$ cat src/rtl/pwm_pkg.sv
// Shared types and constants for the H-bridge PWM driver.
package pwm_pkg;

   localparam int PERIOD_W = 13;
   localparam int unsigned DEADTIME_DEF = 16;
   localparam logic [PERIOD_W-1:0] PERIOD_MAX = '1;

   typedef enum logic [1:0] {
      ST_IDLE  = 2'd0,
      ST_DRIVE = 2'd1,
      ST_DEAD  = 2'd2
   } state_t;

   // |d| of a 14-bit two's-complement value; -8192 saturates to 8191.
   function automatic logic [PERIOD_W-1:0] abs_sat(input logic [PERIOD_W:0] d);
      if (d == {1'b1, {PERIOD_W{1'b0}}}) begin
         return PERIOD_MAX;
      end
      return d[PERIOD_W] ? PERIOD_W'(~d[PERIOD_W-1:0] + 1'b1) : d[PERIOD_W-1:0];
   endfunction

endpackage

$ cat src/rtl/pwm_drive.sv
// Sign/magnitude H-bridge PWM: fixed 8192-cycle period, dead time on reversal, outputs 1 cycle after counter.
// Optional PWM_CLAMP_EN limits the magnitude to MAX_MAG.
module pwm_drive
   import pwm_pkg::*;
#(
   parameter int unsigned DEADTIME = DEADTIME_DEF,
   parameter int unsigned MAX_MAG  = 7936
) (
   input  logic               clk,
   input  logic               rst_n,
   input  logic signed [13:0] duty,
   input  logic               duty_vld,
   input  logic               en,
   output logic               pwm_fwd,
   output logic               pwm_rev,
   output logic               period_end
);

   logic [PERIOD_W-1:0] cnt_q, cnt_d;
   logic [PERIOD_W-1:0] mag_q, mag_d;
   logic [PERIOD_W:0]   shadow_q, shadow_d;
   logic                dir_q, dir_d;
   logic                run_q;
   logic [7:0]          dead_q, dead_d;
   state_t              state_q, state_d;
   logic                fwd_q, rev_q, pe_q;
   logic                fwd_d, rev_d, pe_d;

   logic [PERIOD_W-1:0] abs_mag;
   logic [PERIOD_W-1:0] mag_new;
   logic                dir_new;
   logic                period_start;
   logic                drive_on;

   assign abs_mag = abs_sat(shadow_q);
   assign dir_new = shadow_q[PERIOD_W];

`ifdef PWM_CLAMP_EN
   assign mag_new = (abs_mag > PERIOD_W'(MAX_MAG)) ? PERIOD_W'(MAX_MAG) : abs_mag;
`else
   logic unused_max_mag;
   assign unused_max_mag = ^MAX_MAG;
   assign mag_new        = abs_mag;
`endif

   // A period begins at the natural wrap or on the first enabled cycle after en was low.
   assign period_start = en && (!run_q || (cnt_q == PERIOD_MAX));

   always_comb begin
      shadow_d = duty_vld ? duty : shadow_q;
      cnt_d    = cnt_q;
      mag_d    = mag_q;
      dir_d    = dir_q;
      dead_d   = dead_q;
      state_d  = state_q;
      if (!en) begin
         cnt_d   = '0;
         dead_d  = '0;
         state_d = ST_IDLE;
      end else if (period_start) begin
         cnt_d = '0;
         mag_d = mag_new;
         dir_d = dir_new;
         if (mag_new == '0) begin
            state_d = ST_IDLE;
         end else if (dir_new != dir_q) begin
            state_d = ST_DEAD;
            dead_d  = 8'(DEADTIME - 1);
         end else begin
            state_d = ST_DRIVE;
         end
      end else begin
         cnt_d = cnt_q + 1'b1;
         if (state_q == ST_DEAD) begin
            if (dead_q == '0) begin
               state_d = ST_DRIVE;
            end else begin
               dead_d = dead_q - 1'b1;
            end
         end
      end
   end

   assign drive_on = en && (state_q == ST_DRIVE) && (cnt_q < mag_q);
   assign fwd_d    = drive_on && !dir_q;
   assign rev_d    = drive_on && dir_q;
   assign pe_d     = en && (cnt_q == (PERIOD_MAX - 1'b1));

   always_ff @(posedge clk or negedge rst_n) begin
      if (!rst_n) begin
         cnt_q    <= '0;
         mag_q    <= '0;
         shadow_q <= '0;
         dir_q    <= 1'b0;
         run_q    <= 1'b0;
         dead_q   <= '0;
         state_q  <= ST_IDLE;
         fwd_q    <= 1'b0;
         rev_q    <= 1'b0;
         pe_q     <= 1'b0;
      end else begin
         cnt_q    <= cnt_d;
         mag_q    <= mag_d;
         shadow_q <= shadow_d;
         dir_q    <= dir_d;
         run_q    <= en;
         dead_q   <= dead_d;
         state_q  <= state_d;
         fwd_q    <= fwd_d;
         rev_q    <= rev_d;
         pe_q     <= pe_d;
      end
   end

   assign pwm_fwd    = fwd_q;
   assign pwm_rev    = rev_q;
   assign period_end = pe_q;

endmodule

$ cat config.mk
export PLATFORM = sky130hd
export DESIGN_NAME = pwm_drive
export DESIGN_NICKNAME = d
export VERILOG_FILES = /design/src/rtl/pwm_pkg.sv /design/src/rtl/pwm_drive.sv
export SDC_FILE = /design/constraint.sdc
export NUM_CORES = 1
export LEC_CHECK = 0
export CAP_MARGIN = 25
export CORE_MARGIN = 5
export CORE_UTILIZATION = 54
export DETAILED_ROUTE_END_ITERATION = 10
export GPL_ROUTABILITY_DRIVEN = 1
export PLACE_DENSITY = 0.74
export SYNTH_ARGS = -nofsm -noshare
export SYNTH_HDL_FRONTEND = slang
export SYNTH_SLANG_ARGS = --single-unit
$ cat constraint.sdc
create_clock -name clk -period 3.35 [get_ports clk]
set_input_delay 0.67 -clock clk [delete_from_list [all_inputs] [get_ports clk]]
set_output_delay 0.67 -clock clk [all_outputs]
set_load 0.02 [all_outputs]
==> metrics.csv, run 1 <==
metric;value;unit
worst-setup-path-type;reg2reg;
cts_tree;yes;
grt_pass1_wl;12.5;mm
syn2layout_area_growth;9.69;%
finClkSkew;10.9;ps
grt_max_degree;41;
synth-edff-count;0;
die_h;89.2;um
min_period;2510;ps
clock_latency;310;ps
synth_cell_types;63;
cts_buffers;5;
n_antenna_cell;0;
grt_overflow_total;0;
p_leak;1.58;nW
grt_use_total;0.199;
num_vias;2687;
syn-num-nets;395;
crit_family;simple AND/OR/NAND/NOR gates;
core;5990;sq um
max_slew.worst_pin.slew;654;ps
ir_drop;212;uV
seq_area_frac_synth;0.407;
critPathBufInv;1;
rows;28;
drtPass1Iterations;4;
start_util;0.565;
drive_gt1_frac;0.102;
io_pins;21;
end_kind;flop;
period_share;0.750;
maxSlewHeadroom;0.562;
synth_area_per_cell;9.40;sq um
crit_slowest_cell;dfrtp_1;
reg2reg_depth;8;
cp_cell_sequence;inv_1, ha_1, nor3b_1, mux2i_1, o211ai_1, nor4_2, a21oi_1, o311a_1;
dp_hpwl;5.35;mm
worstReg2RegEnd;dead_q[3];
worst_setup_path_start_kind;flop;
synth_area;3380;sq um
path_clk_slew;100;ps
hold_class;in2async;
wl_per_cell;15.9;um
power.total;1.68;mW
cts_resized;0;
crit_path_max_fanout;8;
routabilityCongestion;0.900;
grt_pass1_vias;2730;
synth_ff_type;dfrtp_1;
postCtsSetupBuffers;0;
cp.required;3560;ps
maxCapViolCount;0;
hold_viol_final;0;
rsz0062_at_grt;no;
drt_iter0_drc;165;
die_width;89.2;um
powerDensity;452;nW/um^2
viasPerCell;5.98;
async_flop_share;1.00;
finalWirelength;7.13;mm
holdBufCountCts;0;
die_area;7950;sq um
r2r_start;shadow_q[0];
crit_arrival;2720;ps
fin_nets;408;
final-setup-viol-count;0;
max_freq;398;MHz
clockBufferDepth;2;
n_fill_cell;521;
yosysWarnings;0;
final_antenna_net_count;0;
clockRootBuffer;clkbuf_8;
mostFrequentLayoutCells;55 x dfrtp_1, 31 x nor2_1, 29 x nand2_1;
synth_seq_cells;55;
slew_viol_final;0;
critPathMaxStageDelay;470;ps
tns;0;ps
grt_antenna_before_repair;0;
cts_sinks;55;
h-tree-depth;2;
io_buffer_count;20;
layout_commonest_cell;dfrtp_1;
timing.hold.ws;250;ps
r2r_slack;840;ps
synthCells;360;
status;finished, final reports clean;
drc;0;
## cells by family after synthesis
kind of cell	after synthesis	share of synthesized area
xor gates and xnor gates	20	0.0518
AOI/OAI and AO/OA	78	0.160
buffers and inverters	43	0.0655
muxes	14	0.0462
and+or+nand+nor	133	0.207
DFF	55	0.407
adders and majority gates	17	0.0629
## area by class of cell
| cell class | instances | area, sq um | share of cell area |
|---|---|---|---|
| multi-input cells | 262 | 1790 | 0.481 |
| flip-flops and latches | 55 | 1380 | 0.371 |
| repair buffers | 24 | 225 | 0.0607 |
| inverters | 25 | 93.8 | 0.0253 |
| well taps | 75 | 93.8 | 0.0253 |
| clock buffers | 5 | 68.8 | 0.0185 |
| clock inverters | 3 | 67.6 | 0.0182 |
## where the power goes
group | total [mW] | leakage (nW) | switching (mW) | internal [mW]
sequential | 0.809 | 0.695 | 0.0770 | 0.732
combinational | 0.347 | 0.825 | 0.186 | 0.161
clock | 0.523 | 0.0644 | 0.225 | 0.298
total | 1.68 | 1.58 | 0.488 | 1.19
## Yosys cell counts, types with 5 or more instances
library cell / instances / area, sq um
mux2_2: 13 / 146
xor2_1: 9 / 78.8
buf_2: 5 / 25.0
nand3_1: 11 / 55.1
and3_1: 6 / 37.5
dfrtp_1: 55 / 1380
nor2_1: 31 / 116
clkbuf_1: 6 / 22.5
nand4_1: 8 / 50.1
a21oi_1: 16 / 80.1
nor2b_1: 6 / 37.5
a31oi_1: 6 / 37.5
o21ai_0: 16 / 80.1
xnor2_1: 11 / 96.3
nor3_1: 13 / 65.1
nand2_1: 29 / 109
inv_1: 25 / 93.8
o21a_1: 5 / 37.5
ha_1: 17 / 213
## sequential cells by signal, indices dropped and copies added (netlist names)
register	count
mag_q	13
period_end	1
state_q	2
dir_q	1
shadow_q	14
cnt_q	13
run_q	1
dead_q	8
pwm_rev	1
pwm_fwd	1
## worst reg2reg max path, cell delays in order, from the launching register on
cell      delay (ps)
dfrtp_1          470
inv_1            110
ha_1             260
nor3b_1          410
mux2i_1          240
o211ai_1         130
nor4_2           340
a21oi_1          140
o311a_1          310
## through the flow
step                      setup WS [ps]  utilization  area, sq um  std cells
after floorplan                    1180            -         3380        360
after global placement              791        0.597         3570        441
after detailed placement            756        0.597         3570        441
after CTS                           809        0.619         3710        449
after global routing                612        0.619         3710        449
final                               839        0.619         3710        449
## routing by layer
| layer | vias to the layer above | share of wire | GRT usage |
|---|---|---|---|
| met1 | 1301 | 0.44 | 0.253 |
| li1 | 1309 | - | - |
| met5 | - | 0 | 0 |
| met3 | 16 | 0.041 | 0.0230 |
| met4 | 0 | 0.028 | 0.0812 |
| met2 | 61 | 0.49 | 0.342 |
## how the worst max path moves through the flow
stage | from | to | slack (ps) | cells past startpoint
floorplan | shadow_q[0] | dead_q[3] | 1180 | 8
CTS | shadow_q[0] | dead_q[3] | 810 | 8
finish | shadow_q[0] | dead_q[3] | 840 | 8
global placement | en | pwm_rev | 790 | 6
detailed placement | en | pwm_rev | 760 | 6
global route | shadow_q[0] | dead_q[4] | 610 | 8
No activity file was read; power rests on OpenSTA's default activity.
==> inputs of run 2 (changes only) <==
--- a/config.mk
+++ b/config.mk
@@ -10,7 +10,7 @@
 export CORE_UTILIZATION = 54
 export DETAILED_ROUTE_END_ITERATION = 10
 export GPL_ROUTABILITY_DRIVEN = 1
-export PLACE_DENSITY = 0.74
+export PLACE_DENSITY = 0.76
 export SYNTH_ARGS = -nofsm -noshare
 export SYNTH_HDL_FRONTEND = slang
 export SYNTH_SLANG_ARGS = --single-unit
==> constraint.sdc (replaced) <==
create_clock -name clk -period 2.3 [get_ports clk]
set_input_delay 0.46 -clock clk [delete_from_list [all_inputs] [get_ports clk]]
set_output_delay 0.46 -clock clk [all_outputs]
set_load 0.02 [all_outputs]
==> metrics.csv, run 2 (same netlist as run 1, synthesis figures left out) <==
metric;value;unit;change
grt_overflow_total;0;;unchanged
grt_use_total;0.206;;was 0.199
grt_antenna_before_repair;0;;unchanged
die_area;7950;sq um;unchanged
min_period;2240;ps;was 2510 ps
holdBufCountCts;0;;unchanged
rows;28;;unchanged
crit_arrival;2450;ps;was 2720 ps
cts_sinks;55;;unchanged
max_slew.worst_pin.slew;547;ps;was 654 ps
die_width;89.2;um;unchanged
clockBufferDepth;2;;unchanged
largest_register_ffs;14;;unchanged
setup_slack;63.2;ps;was 839 ps
slew_viol_final;0;;unchanged
grt_pass1_vias;2734;;was 2730
critPathBufInv;1;;unchanged
final-setup-viol-count;0;;unchanged
powerDensity;591;nW/um^2;was 452 nW/um^2
timing.hold.ws;117;ps;was 250 ps
maxCapViolCount;0;;unchanged
clockRootBuffer;clkbuf_8;;unchanged
period_share;0.973;;was 0.750
cts_tree;yes;;unchanged
maxSlewHeadroom;0.633;;was 0.562
drtPass1Iterations;4;;unchanged
power.total;2.34;mW;was 1.68 mW
cts_buffers;5;;unchanged
final_antenna_net_count;0;;unchanged
finClkSkew;4.87;ps;was 10.9 ps
reg_top3;shadow_q x14, cnt_q x13, mag_q x13;;unchanged
io_pins;21;;unchanged
path_clk_slew;100;ps;about the same
n_fill_cell;483;;was 521
grt_pass1_wl;12.8;mm;was 12.5 mm
clock_latency;320;ps;was 310 ps
die_h;89.2;um;unchanged
critPathMaxStageDelay;570;ps;was 470 ps
viasPerCell;5.81;;was 5.98
h-tree-depth;2;;unchanged
final_core_util;0.661;;was 0.619
status;finished, final reports clean;;unchanged
r2r_slack;60;ps;was 840 ps
worst_setup_path_start_kind;flop;;unchanged
num_vias;2738;;was 2687
p_leak;1.71;nW;was 1.58 nW
core;5990;sq um;unchanged
dp_hpwl;5.33;mm;was 5.35 mm
cp.required;2510;ps;was 3560 ps
dp_slack;-75.6;ps;was 756 ps
fin_nets;430;;was 408
io_buffer_count;20;;unchanged
grt_max_degree;56;;was 41
syn2layout_area_growth;17.0;%;was 9.69%
routabilityCongestion;0.860;;was 0.900
drive_gt1_frac;0.192;;was 0.102
crit_path_max_fanout;6;;was 8
max_freq;447;MHz;was 398 MHz
crit_slowest_cell;or4_4;;was dfrtp_1
mostFrequentLayoutCells;52 x dfrtp_1, 31 x nor2_1, 29 x nand2_1;;was 55 x dfrtp_1, 31 x nor2_1, 29 x nand2_1
worst-setup-path-type;reg2reg;;unchanged
top_register;shadow_q;;unchanged
hold_viol_final;0;;unchanged
n_antenna_cell;0;;unchanged
end_kind;flop;;unchanged
design_area;3960;sq um;was 3710 sq um
ir_drop;372;uV;was 212 uV
crit_family;compound AO/OA/AOI/OAI gates;;was simple AND/OR/NAND/NOR gates
drc;0;;unchanged
start_util;0.565;;unchanged
finalWirelength;7.31;mm;was 7.13 mm
hold_class;in2async;;unchanged
cp_cell_sequence;or4_4, o311ai_2, o211ai_1, nor4_2, buf_4, a21oi_2, o311a_1;;was inv_1, ha_1, nor3b_1, mux2i_1, o211ai_1, nor4_2, a21oi_1, o311a_1
detailed_place.area;3740;sq um;was 3570 sq um
layout_commonest_cell;dfrtp_1;;unchanged
wl_per_cell;15.5;um;was 15.9 um
drt_iter0_drc;141;;was 165
[run 2: cell count changes in the layout (fill, tap and decap cells not counted), moves of 2 or more]
cell       delta
nor3_2        +2
buf_4        +20
dfrtp_1       -3
dfrtp_2       +3
bufinv_16     -2
buf_12        +2
nor3b_2       +2
nor3b_1       -2
nor3_1        -2
[run 2: power by group]
group	total, mW	switching (mW)	leakage (nW)	internal [mW]
clock	0.581	0.334	0.0474	0.247
sequential	1.17	0.101	0.692	1.07
combinational	0.589	0.306	0.971	0.283
total	2.34	0.742	1.71	1.60
[run 2: worst register-to-register path, cell delays in order, from the launching register on]
cell and delay [ps]:
dfrtp_2 470, or4_4 570, o311ai_2 250, o211ai_1 150, nor4_2 170, buf_4 170
a21oi_2 60, o311a_1 300
[run 2: timing repair]
| item | 4_1_cts | 5_1_grt |
|---|---|---|
| setup endpoints to repair | 8 | 10 |
| resized for setup | 7 | 13 |
| pin swaps | 1 | 4 |
| buffers inserted | 2 | 1 |
[run 2: per-layer routing]
metal	vias up	global-route usage	part of all wire
met5	-	0	0
met4	0	0.0650	0.013
met3	6	0.0286	0.035
met2	51	0.356	0.50
met1	1322	0.267	0.45
li1	1359	-	-
[run 2: area by class of cell]
cell class | count | area, sq um | share of cell area
clock buffer | 6 | 82.6 | 0.0209
clock inverter | 2 | 16.3 | 0.00411
sequential | 55 | 1380 | 0.348
tap | 75 | 93.8 | 0.0237
multi-input combinational | 262 | 1880 | 0.474
inverter | 25 | 93.8 | 0.0237
timing repair buffer | 46 | 415 | 0.105
[run 2: path summary, 6_finish.rpt]
path                             start          end  depth (start not counted)
min in group clk              mag_q[5]     mag_q[5]                          2
max in group asynchronous        rst_n  shadow_q[3]                          2
min reg2reg                   mag_q[5]     mag_q[5]                          2
max reg2reg                shadow_q[2]    dead_q[3]                          7
min                              rst_n     cnt_q[3]                          2
max                        shadow_q[2]    dead_q[3]                          7
[run 2: metrics by stage]
stage,cells,setup TNS (ps)
after floorplan,360,0
after global routing,471,-38.3
after detailed placement,460,-237
after global placement,460,0
after CTS,470,0
final,471,0
==> inputs of run 3 (changes only) <==
--- a/config.mk
+++ b/config.mk
@@ -6,7 +6,7 @@
 export NUM_CORES = 1
 export LEC_CHECK = 0
 export CAP_MARGIN = 25
-export CORE_MARGIN = 5
+export CORE_MARGIN = 2
 export CORE_UTILIZATION = 54
 export DETAILED_ROUTE_END_ITERATION = 10
 export GPL_ROUTABILITY_DRIVEN = 1
==> metrics.csv, run 3 (same netlist as run 1, synthesis figures left out) <==
metric;value;unit;change
status;finished, final reports clean;;unchanged
cts_tree;yes;;unchanged
dp_hpwl;5.41;mm;was 5.33 mm
final_antenna_net_count;0;;unchanged
largest_register_ffs;14;;unchanged
drc;0;;unchanged
path_clk_slew;100;ps;about the same
crit_arrival;2490;ps;was 2450 ps
drive_gt1_frac;0.205;;was 0.192
finalWirelength;7.70;mm;was 7.31 mm
final-setup-viol-count;0;;unchanged
grt_pass1_vias;2834;;was 2734
fin_cells;475;;was 471
rows;28;;unchanged
mostFrequentLayoutCells;52 x dfrtp_1, 31 x nor2_1, 29 x nand2_1;;unchanged
maxSlewHeadroom;0.600;;was 0.633
max_slew.worst_pin.slew;596;ps;was 547 ps
grt_antenna_before_repair;0;;unchanged
p_comb_frac;0.246;;was 0.252
die_h;83.2;um;was 89.2 um
worst-setup-path-type;reg2reg;;unchanged
start_util;0.565;;unchanged
p_leak;1.76;nW;was 1.71 nW
design_area;4040;sq um;was 3960 sq um
max_freq;436;MHz;was 447 MHz
cpMostUsedCell;buf_4;;
drt_iter0_drc;142;;was 141
critPathBufInv;3;;was 1
drtPass1Iterations;4;;unchanged
clockRootBuffer;clkbuf_8;;unchanged
p_switching;0.743;mW;was 0.742 mW
dp_cells;460;;unchanged
cts_sinks;55;;unchanged
h-tree-depth;2;;unchanged
grt_pass1_wl;13.0;mm;was 12.8 mm
switching_share;0.292;;was 0.317
powerDensity;629;nW/um^2;was 591 nW/um^2
cp_num_cells;9;;was 7
crit_slowest_cell;dfrtp_1;;was or4_4
worstReg2RegEnd;dead_q[3];;unchanged
grt_max_degree;36;;was 56
crit_family;simple AND/OR/NAND/NOR gates;;was compound AO/OA/AOI/OAI gates
slew_viol_final;0;;unchanged
wl_per_cell;16.2;um;was 15.5 um
holdBufCountCts;0;;unchanged
die_area;6910;sq um;was 7950 sq um
maxCapViolCount;0;;unchanged
end_kind;flop;;unchanged
syn2layout_area_growth;19.5;%;was 17.0%
fin_nets;434;;was 430
clock_latency;310;ps;was 320 ps
endpoint;dead_q[3];;unchanged
cp_cell_sequence;buf_4, buf_4, or2_2, nor3_1, nor3b_2, nor4_2, buf_4, a21oi_2, o311a_1;;was or4_4, o311ai_2, o211ai_1, nor4_2, buf_4, a21oi_2, o311a_1
period_share;0.997;;was 0.973
finClkSkew;9.53;ps;was 4.87 ps
power.share.clock;0.297;;was 0.248
internal_power;1.80;mW;was 1.60 mW
hold_viol_final;0;;unchanged
detailed_place.area;3740;sq um;unchanged
n_antenna_cell;0;;unchanged
io_pins;21;;unchanged
crit_path_max_fanout;4;;was 6
reg_top3;shadow_q x14, cnt_q x13, mag_q x13;;unchanged
p_seq_frac;0.458;;was 0.500
routabilityCongestion;0.881;;was 0.860
hold_class;in2async;;unchanged
cp.required;2500;ps;was 2510 ps
top_register;shadow_q;;unchanged
die_width;83.2;um;was 89.2 um
critPathMaxStageDelay;410;ps;was 570 ps
layout_commonest_cell;dfrtp_1;;unchanged
r2r_start;shadow_q[0];;was shadow_q[2]
startpoint;shadow_q[0];;was shadow_q[2]
grt_use_total;0.228;;was 0.206
min_period;2290;ps;was 2240 ps
io_buffer_count;20;;unchanged
cts_buffers;5;;unchanged
clockBufferDepth;2;;unchanged
rsz0062_at_grt;yes;;
core;5990;sq um;unchanged
grt_overflow_total;0;;unchanged
viasPerCell;5.99;;was 5.81
worst_setup_path_start_kind;flop;;unchanged
ir_drop;382;uV;was 372 uV
r2r_slack;7;ps;was 60 ps
reg2reg_depth;9;;was 7
num_vias;2847;;was 2738
run 3: how the worst min path moves through the flow:
stage | end | slack (ps) | cells past startpoint
6_report | cnt_q[7] | 110 | 1
5_1_grt | cnt_q[7] | 140 | 1
4_1_cts | cnt_q[7] | 110 | 1
3_5_place_dp | cnt_q[4] | 470 | 1
3_3_place_gp | cnt_q[0] | 460 | 1
2_1_floorplan | cnt_q[0] | 160 | 0
run 3: layer usage:
layer	vias up	global-route usage	part of all wire
met1	1393	0.289	0.45
met2	70	0.387	0.50
met3	16	0.0288	0.037
li1	1368	-	-
met4	0	0.104	0.019
met5	-	0	0
run 3: timing repair:
action / in CTS / in global routing
hold endpoints to repair: 0 / 0
buffers inserted: 6 / 1
cloned: 0 / 0
pin swaps: 5 / 6
gates resized for setup: 11 / 14
endpoints found under the setup margin: 10 / 12
run 3: worst reg2reg max path, stage by stage (launching register included):
cell and delay (ps):
dfrtp_1 410, buf_4 150, buf_4 140, or2_2 320, nor3_1 230, nor3b_2 80, nor4_2 260, buf_4 160
a21oi_2 50, o311a_1 370
run 3: through the flow:
stage               power [mW]  hold WS [ps]  setup slack [ps]  utilization  TNS [ps]
floorplan                 1.56           164               128            -         0
global placement          1.71           460              45.7        0.625         0
detailed placement        1.73           465             -88.4        0.625      -329
CTS                       2.53           115              3.30        0.663         0
global route              2.68           141             -46.0        0.675      -110
finish                    2.54           107              7.25        0.675         0
run 3: cell type report:
class | instances | area [sq um]
repair buffers | 50 | 449
well taps | 75 | 93.8
inverters | 25 | 93.8
multi-input cells | 262 | 1890
clock buffers | 6 | 72.6
fillers | 464 | 1950
clock inverters | 2 | 60.1
flip-flops and latches | 55 | 1380
run 3: power groups by stage:
| stage | clock network [mW] | registers (mW) | logic, mW |
|---|---|---|---|
| after floorplan | 0 | 1.14 | 0.418 |
| after global placement | 0 | 1.18 | 0.529 |
| after detailed placement | 0 | 1.19 | 0.549 |
| after CTS | 0.776 | 1.16 | 0.594 |
| after global routing | 0.810 | 1.18 | 0.695 |
| final | 0.755 | 1.16 | 0.625 |
